--- src/rtl/pixel_accum_s2.sv ---
// rtl/pixel_accum_s2.sv - per-pixel channel summing buffer with valid/ready output stream
module pixel_accum_s2 #(
    parameter int DATA_W = 8,
    parameter int RD_LAT = 2,
    parameter int N_PIX  = 64,
    parameter int N_CHA  = 3
) (
    input  logic              clk,
    input  logic              reset,
    input  logic              enable_a,
    input  logic [2:0]        row_addr,
    input  logic [2:0]        col_addr,
    input  logic [2:0]        cha_addr,
    input  logic [DATA_W-1:0] data_in,
    input  logic              data_rdy,
    output logic [DATA_W+1:0] out_data,
    output logic [5:0]        out_index,
    output logic              out_valid,
    input  logic              out_ready,
    output logic              data_done,
    output logic              busy,
    output logic              err
);

    localparam int         SUM_W    = DATA_W + 2;
    localparam logic [7:0] TILE_CNT = 8'(N_PIX * N_CHA);
    localparam logic [5:0] LAST_IDX = 6'(N_PIX - 1);

    typedef enum logic [1:0] {
        COLLECT = 2'd0,
        STREAM  = 2'd1,
        DONE    = 2'd2
    } state_t;

    state_t            state_q, state_d;
    logic [RD_LAT-1:0] vsr_q, vsr_d;
    logic [7:0]        cnt_q, cnt_d;
    logic [5:0]        idx_q, idx_d;
    logic              err_q, err_d;

    logic [SUM_W-1:0]  sum_q [N_PIX];

    logic              sample_v;
    logic              collect_v;
    logic              wr_en;
    logic [5:0]        wr_idx;
    logic [SUM_W-1:0]  wr_data;

    assign sample_v  = vsr_q[RD_LAT-1];
    assign collect_v = sample_v && (state_q == COLLECT);

    // Read-modify-write of the pixel sum; channel 0 overwrites so no clear pass is needed
    always_comb begin
        wr_idx  = {row_addr, col_addr};
        wr_en   = collect_v && (cha_addr < 3'd3);
        wr_data = '0;
        if (cha_addr == 3'd0) begin
            wr_data = {2'b00, data_in};
        end else begin
            wr_data = sum_q[wr_idx] + SUM_W'(data_in);
        end
    end

    // Sum buffer storage; contents after reset are irrelevant since channel 0 rewrites them
    always_ff @(posedge clk) begin
        if (wr_en) begin
            sum_q[wr_idx] <= wr_data;
        end
    end

    // Next-state logic: read-valid pipeline, sample count, stream index and sticky error
    always_comb begin
        state_d = state_q;
        vsr_d   = vsr_q << 1;
        vsr_d[0] = enable_a;
        cnt_d   = cnt_q;
        idx_d   = idx_q;
        err_d   = err_q;
        case (state_q)
            COLLECT: begin
                if (sample_v) begin
                    if (cnt_q != 8'hFF) begin
                        cnt_d = cnt_q + 8'd1;
                    end
                    if (cha_addr >= 3'd3) begin
                        err_d = 1'b1;
                    end
                end
                // Only leave once every issued read has landed in the buffer
                if (data_rdy && (vsr_q == '0)) begin
                    state_d = STREAM;
                    if (cnt_q != TILE_CNT) begin
                        err_d = 1'b1;
                    end
                end
            end
            STREAM: begin
                if (out_ready) begin
                    if (idx_q == LAST_IDX) begin
                        state_d = DONE;
                    end else begin
                        idx_d = idx_q + 6'd1;
                    end
                end
            end
            DONE: begin
                if (!data_rdy) begin
                    state_d = COLLECT;
                    cnt_d   = '0;
                    idx_d   = '0;
                end
            end
            default: begin
                state_d = COLLECT;
            end
        endcase
    end

    // State register with synchronous reset
    always_ff @(posedge clk) begin
        if (reset) begin
            state_q <= COLLECT;
            vsr_q   <= '0;
            cnt_q   <= '0;
            idx_q   <= '0;
            err_q   <= 1'b0;
        end else begin
            state_q <= state_d;
            vsr_q   <= vsr_d;
            cnt_q   <= cnt_d;
            idx_q   <= idx_d;
            err_q   <= err_d;
        end
    end

    // Outputs decoded from state; out_data follows the held index so it is stable under stall
    always_comb begin
        out_valid = (state_q == STREAM);
        data_done = (state_q == DONE);
        busy      = (state_q != COLLECT);
        out_index = idx_q;
        err       = err_q;
        out_data  = '0;
        if (state_q == STREAM) begin
            out_data = sum_q[idx_q];
        end
    end

endmodule

--- config.mk ---
export PLATFORM = sky130hd
export DESIGN_NAME = pixel_accum_s2
export DESIGN_NICKNAME = d
export VERILOG_FILES = /design/src/rtl/pixel_accum_s2.sv
export SDC_FILE = /design/constraint.sdc
export NUM_CORES = 1
export LEC_CHECK = 0
export ABC_CLOCK_PERIOD_IN_PS = 9950
export BUFFER_PORTS_ARGS = -buffer_cell sky130_fd_sc_hd__buf_4
export CORE_UTILIZATION = 36
export CTS_CLUSTER_DIAMETER = 200
export DETAILED_ROUTE_END_ITERATION = 16
export GPL_TIMING_DRIVEN = 0
export PLACE_DENSITY = 0.46
export SLEW_MARGIN = 15
export SYNTH_ARGS = -nofsm -noshare
export SYNTH_HDL_FRONTEND = slang
export SYNTH_SLANG_ARGS = --single-unit
--- constraint.sdc ---
create_clock -name clk -period 9.95 [get_ports clk]
set_clock_uncertainty 0.2 [all_clocks]
set_input_delay 0.995 -clock clk [delete_from_list [all_inputs] [get_ports clk]]
set_output_delay 0.995 -clock clk [all_outputs]
set_load 0.02 [all_outputs]
==> results of run 1 <==
## cell families after synthesis
group	share of synthesized area (%)
DFF	62.9
and+or+nand+nor	3.89
xor gates and xnor gates	0.335
AOI/OAI and AO/OA	6.26
buffers and inverters	2.18
adders and majority gates	0.503
muxes	23.9
## placed cells by master (no fill, tap or decap), types with 13 or more instances in the layout
master	n
edfxtp_1	640
mux4_2	276
nor2_1	86
clkbuf_16	80
mux2i_1	74
clkbuf_1	71
a21oi_1	64
nor2_2	60
buf_4	52
a221oi_1	51
buf_2	43
nand2_1	41
mux2_2	36
o22ai_1	35
a22oi_1	29
dfxtp_1	25
a22o_1	20
clkbuf_2	16
clkinv_1	16
and2_1	16
clkinv_2	14
nor2b_1	13
o21ai_0	13
## metal layers
metal | wire length [um] | part of all wire, % | vias to the layer above
li1 | - | - | 7816
met1 | 54600 | 40 | 10900
met2 | 59600 | 43 | 1618
met3 | 15700 | 11 | 304
met4 | 7720 | 5.6 | 0
met5 | 0 | 0 | -
## per-stage QoR
stage / utilization, % / power, mW / cells
after floorplan: - / 3.78 / 1783
after global placement: 38.6 / 4.22 / 2962
after detailed placement: 39.4 / 4.28 / 2987
after CTS: 42.4 / 7.21 / 3130
after global routing: 42.5 / 7.35 / 3131
final: 42.5 / 7.23 / 3141
## final timing paths
kind                                             start  depth (start not counted)                endpoint  slack [ps]
worst max-delay path                       col_addr[2]                         19  sum_q[57][9]$_DFFE_PP_        2100
worst min-delay path               vsr_q[0]$_SDFF_PP0_                          1     vsr_q[1]$_SDFF_PP0_         270
worst max register to register  sum_q[58][3]$_DFFE_PP_                         15  sum_q[57][9]$_DFFE_PP_        4490
worst min register to register     vsr_q[0]$_SDFF_PP0_                          1     vsr_q[1]$_SDFF_PP0_         270
## sequential cells by signal, summed over array words and instances (netlist names), named ones only
register	cells
cnt_q	8
out_index	6
vsr_q	2
sum_q	640
err	1
state_q	2
## area by class of cell
| cell class | count | area [um2] |
|---|---|---|
| Inverter | 13 | 48.8 |
| Multi-Input combinational cell | 967 | 11200 |
| Timing Repair Buffer | 61 | 733 |
| Tap cell | 1144 | 1430 |
| Buffer | 138 | 659 |
| Clock buffer | 95 | 2060 |
| Sequential cell | 665 | 19700 |
| Fill cell | 7595 | 49300 |
| Clock inverter | 48 | 552 |
| Antenna cell | 10 | 25.0 |
## power breakdown
group          switching (mW)  internal, mW
sequential            0.00232          3.29
combinational           0.680         0.287
clock                    1.23          1.74
total                    1.92          5.31
## critical path: stages
cell      delay [ps]
buf_4            120
buf_2            480
buf_2            480
buf_2            640
buf_2            740
mux4_2           410
mux2i_1          710
o221ai_1         270
or4_1            590
ha_1             380
and2_1           170
a22o_1           220
o31a_1           290
nor4_1           180
nor3_1           120
o211ai_1         100
nor3b_2          590
buf_4            330
buf_4            240
==> metrics.txt, run 1 <==
outcome finished, final reports clean; Rel. slew slack between 8 and 9%; Synth cell types 63; Syn Area/Cell about 18 um2; total core area roughly 86,000 um2; asr flop ratio synth 0%; hold slack 272 ps; initial antenna violation count 7; Initial Utilization 36.6%; CTS Buf Count 78; dpl hpwl 93,200 um; post-cts resize count 0; final worst slack ~2100 ps; worst-skew pair later-pin latency 670 ps; Total GRT Usage 31.1%; most frequent cells after synthesis edfxtp_1, mux4_2, nor2_1; CTS Buffer Depth 3; share of layout cells above drive strength 1 32.1%; syn_nets 1,817; Pwr Density 199 nW/um2; post-CTS setup buffers 0; actual slew at the worst max-slew pin 1370 ps; initial DRC count between 3,000 and 4,000; grt peak-use layer met2; Slew Limit Fails 0; I/O Pins 42; Worst setup EP type flip-flop; Area contributors post-synth edfxtp_1, mux4_2, mux2i_1; Leak 11.3 nW; Hold Crit Class flip-flop to flip-flop; Crit path required time 10,240 ps; Synth Flop Type edfxtp_1; Final Instance Area 36,400 um2; Clock transition at path regs around 50 ps; DRT Pass-1 Iters 6; cts hold-fix bufs 0; htree depth 3; Die W ~300 um; Clock Sinks 665; WS Path Type input port to flip-flop; most frequent cell after synthesis edfxtp_1; drt drc 0; met3 usage 7.60%; setup TNS 0 ps; Synth top area share 61.3%; Yosys warning total 0; first-pass GRT wire length 183,000 um; Die Ht 297 um; f_max 0.127 GHz; max-cap viol count 0; antenna viol nets, final 0; Post-synth EDFFs 640; largest net degree at the start of global routing 65; largest area contributor in the netlist edfxtp_1; Netlist Area Pre-Place approximately 31,000 um2; routed len/inst 43.8 um; Via Count 20,600; FF+latch count, synth ~670; PortBufs 35; FP Rows 107; RSZ-0062 raised after global routing false; Final setup viols 0; die area approximately 88,000 um2; Area growth syn-to-layout 16.2%; pre-CTS WS 1720 ps; Post-Route WL 138,000 um; CTS Root Cell clkbuf_16; fin crit period 7850 ps; gr ovfl total 0; Mapped Cells 1,783; vias in the first global route ~20,000; TritonCTS clock tree yes; GPL Wtd Cong 0.974; Nets 1,958; sequential share of the synthesized area 62.9%; Max VDD drop 0.178 mV; met2 Track Usage GR 45.6%; crit path DAT 8140 ps; Critical Path Start Type input port; vias per cell 6.56; Placed Instance Area about 34,000 um2; fin crit share 78.9%; routing usage on met1 between 40% and 50%; Hold Violations, Final 0; CP Max Fanout 14
Power figures use the tool's default switching activity.
==> inputs of run 2 (changes only) <==
--- a/config.mk
+++ b/config.mk
@@ -5,7 +5,7 @@
 export SDC_FILE = /design/constraint.sdc
 export NUM_CORES = 1
 export LEC_CHECK = 0
-export ABC_CLOCK_PERIOD_IN_PS = 9950
+export ABC_CLOCK_PERIOD_IN_PS = 7300
 export BUFFER_PORTS_ARGS = -buffer_cell sky130_fd_sc_hd__buf_4
 export CORE_UTILIZATION = 36
 export CTS_CLUSTER_DIAMETER = 200
==> constraint.sdc (replaced) <==
create_clock -name clk -period 7.3 [get_ports clk]
set_clock_uncertainty 0.2 [all_clocks]
set_input_delay 0.73 -clock clk [delete_from_list [all_inputs] [get_ports clk]]
set_output_delay 0.73 -clock clk [all_outputs]
set_load 0.02 [all_outputs]
==> metrics.txt, run 2 (synthesis results as in run 1) <==
crit path DAT 7550 ps; cts hold-fix bufs 0; Critical R2R Capture sum_q[61][9]$_DFFE_PP_; initial antenna violation count 15; Clock transition at path regs 60 ps; Reg with most FFs sum_q; fin crit share 100%; DRT Pass-1 Iters 6; dpl hpwl 93,300 um; gr ovfl total 0; final worst slack -13.9 ps; PortBufs 35; Final Instance Area 36,200 um2; total power 9.70 mW; CP Max Fanout 48; Worst setup EP type flip-flop; routed len/inst 44.5 um; Register-to-Register Path Depth 15; final core utilization between 40 and 50%; actual slew at the worst max-slew pin 1470 ps; Rel. slew slack 1.81%; GPL Wtd Cong 0.991; Leak 11.2 nW; Worst path most repeated cell buf_2; most frequent cells in the layout edfxtp_1, mux4_2, nor2_1; Max VDD drop 0.181 mV; Top delay family on crit path buffers and inverters; met3 routed WL 15,900 um; die area 88,200 um2; max-cap viol count 0; Critical Path Start col_addr[0]; most common cell after layout, fill and taps aside edfxtp_1; CP endpoint sum_q[34][8]$_DFFE_PP_; largest net degree at the start of global routing 65; met2 WL post-DR 60,900 um; Post-Route WL between 100,000 and 150,000 um; RR Startpoint sum_q[21][2]$_DFFE_PP_; CP peak stage delay approximately 950 ps; CTS Root Cell clkbuf_16; reg-to-reg slack, setup 2140 ps; WS Path Type input port to flip-flop; Pwr Density 268 nW/um2; hold slack 113 ps; critical path's slowest cell clkbuf_1; FP Rows 107; Die W 297 um; Die Ht about 300 um; Total GRT Usage ~31%; Clock Sinks 665; RSZ-0062 raised after global routing false; htree depth 3; critical path depth 18; CP Cell Sequence buf_2 -> buf_2 -> buf_2 -> clkbuf_1 -> clkbuf_2 -> a221oi_1 -> o22ai_1 -> a211oi_1 -> and2_1 -> fa_1 -> nor2b_1 -> o21ai_0 -> a21boi_0 -> o21ai_0 -> a21oi_1 -> or3_1 -> and3b_4 -> buf_12; post-CTS setup buffers 0; Hold Violations, Final 0; Final setup viols 28; TritonCTS clock tree yes; drt drc 0; outcome complete, but fails checks; wl on met1 54,700 um; violated checks negative setup slack; post-cts resize count 0; Highest Signal Layer met5; Critical Path Start Type input port; vias in the first global route 20,000; f_max about 0.14 GHz; Hold Crit Class input port to flip-flop; first-pass GRT wire length around 180,000 um; Crit path required time about 7500 ps; Initial Utilization between 30% and 40%; worst-skew pair later-pin latency 650 ps; Nets 1,952; Via Count just over 20,000; Slew Limit Fails 0; I/O Pins 42; max reg flops 640; antenna viol nets, final 0; Placed Instance Area 33,700 um2; total core area about 86,000 um2; CTS Buf Count 75; Area growth syn-to-layout 15.6%; CTS Buffer Depth 3; Critical path buffers and inverters 6; share of layout cells above drive strength 1 about a third; vias per cell 6.62; initial DRC count 3,369; fin crit period 7310 ps
-- run 2: changes by cell type in the layout (fill, tap and decap cells not counted), sizes merged --
cell	previous run	this run
buf	127	123
clkbuf	167	162
diode	10	1
clkinv	36	30
clkinvlp	2	4
-- run 2: layer usage --
metal  up-vias  global-route usage (%)
met5         -                       0
met4        20                    15.0
met3       297                    9.01
met2      1480                    46.3
met1     11000                    42.5
li1       7793                       -
-- run 2: layout make-up --
class	instances	area [um2]
clock inverter	44	510
clock buffer	89	1950
buffer	138	661
inverter	13	48.8
fill	7621	49500
sequential	665	19700
antenna	1	2.50
multi-input combinational	967	11200
tap	1144	1430
timing repair buffer	58	698
-- run 2: how the worst min path moves through the flow --
stage | start | to | slack (ps) | cells after the start
4_1_cts | enable_a | vsr_q[0]$_SDFF_PP0_ | 90 | 2
5_1_grt | enable_a | vsr_q[0]$_SDFF_PP0_ | 110 | 2
3_3_place_gp | vsr_q[0]$_SDFF_PP0_ | vsr_q[1]$_SDFF_PP0_ | 260 | 1
3_5_place_dp | vsr_q[0]$_SDFF_PP0_ | vsr_q[1]$_SDFF_PP0_ | 260 | 1
2_1_floorplan | vsr_q[0]$_SDFF_PP0_ | vsr_q[1]$_SDFF_PP0_ | 240 | 1
6_report | enable_a | vsr_q[0]$_SDFF_PP0_ | 110 | 2
-- run 2: worst reg2reg max path: cells and delay by family, from the launching register on --
kind / cells / cell delay [ps]
AO/OA/AOI/OAI: 7 / 1730
adder cells (fa/ha/maj): 1 / 350
buffers and inverters: 1 / 290
flip-flops: 1 / 390
multiplexers: 1 / 320
AND/OR/NAND/NOR: 5 / 1710
-- run 2: power by group --
group | internal, mW | switching, mW | leakage, nW
clock network | 2.27 | 1.64 | 1.20
logic | 0.384 | 0.928 | 4.08
registers | 4.48 | 0.00323 | 5.96
total | 7.13 | 2.57 | 11.2
-- run 2: metrics by stage --
stage	setup slack, ps	setup TNS, ps	cells
after floorplan	22.0	0	1783
after global placement	-8420	-3181640	2962
after detailed placement	-599	-124220	2985
after CTS	47.8	0	3118
after global routing	29.3	0	3118
final	-13.9	-330	3119
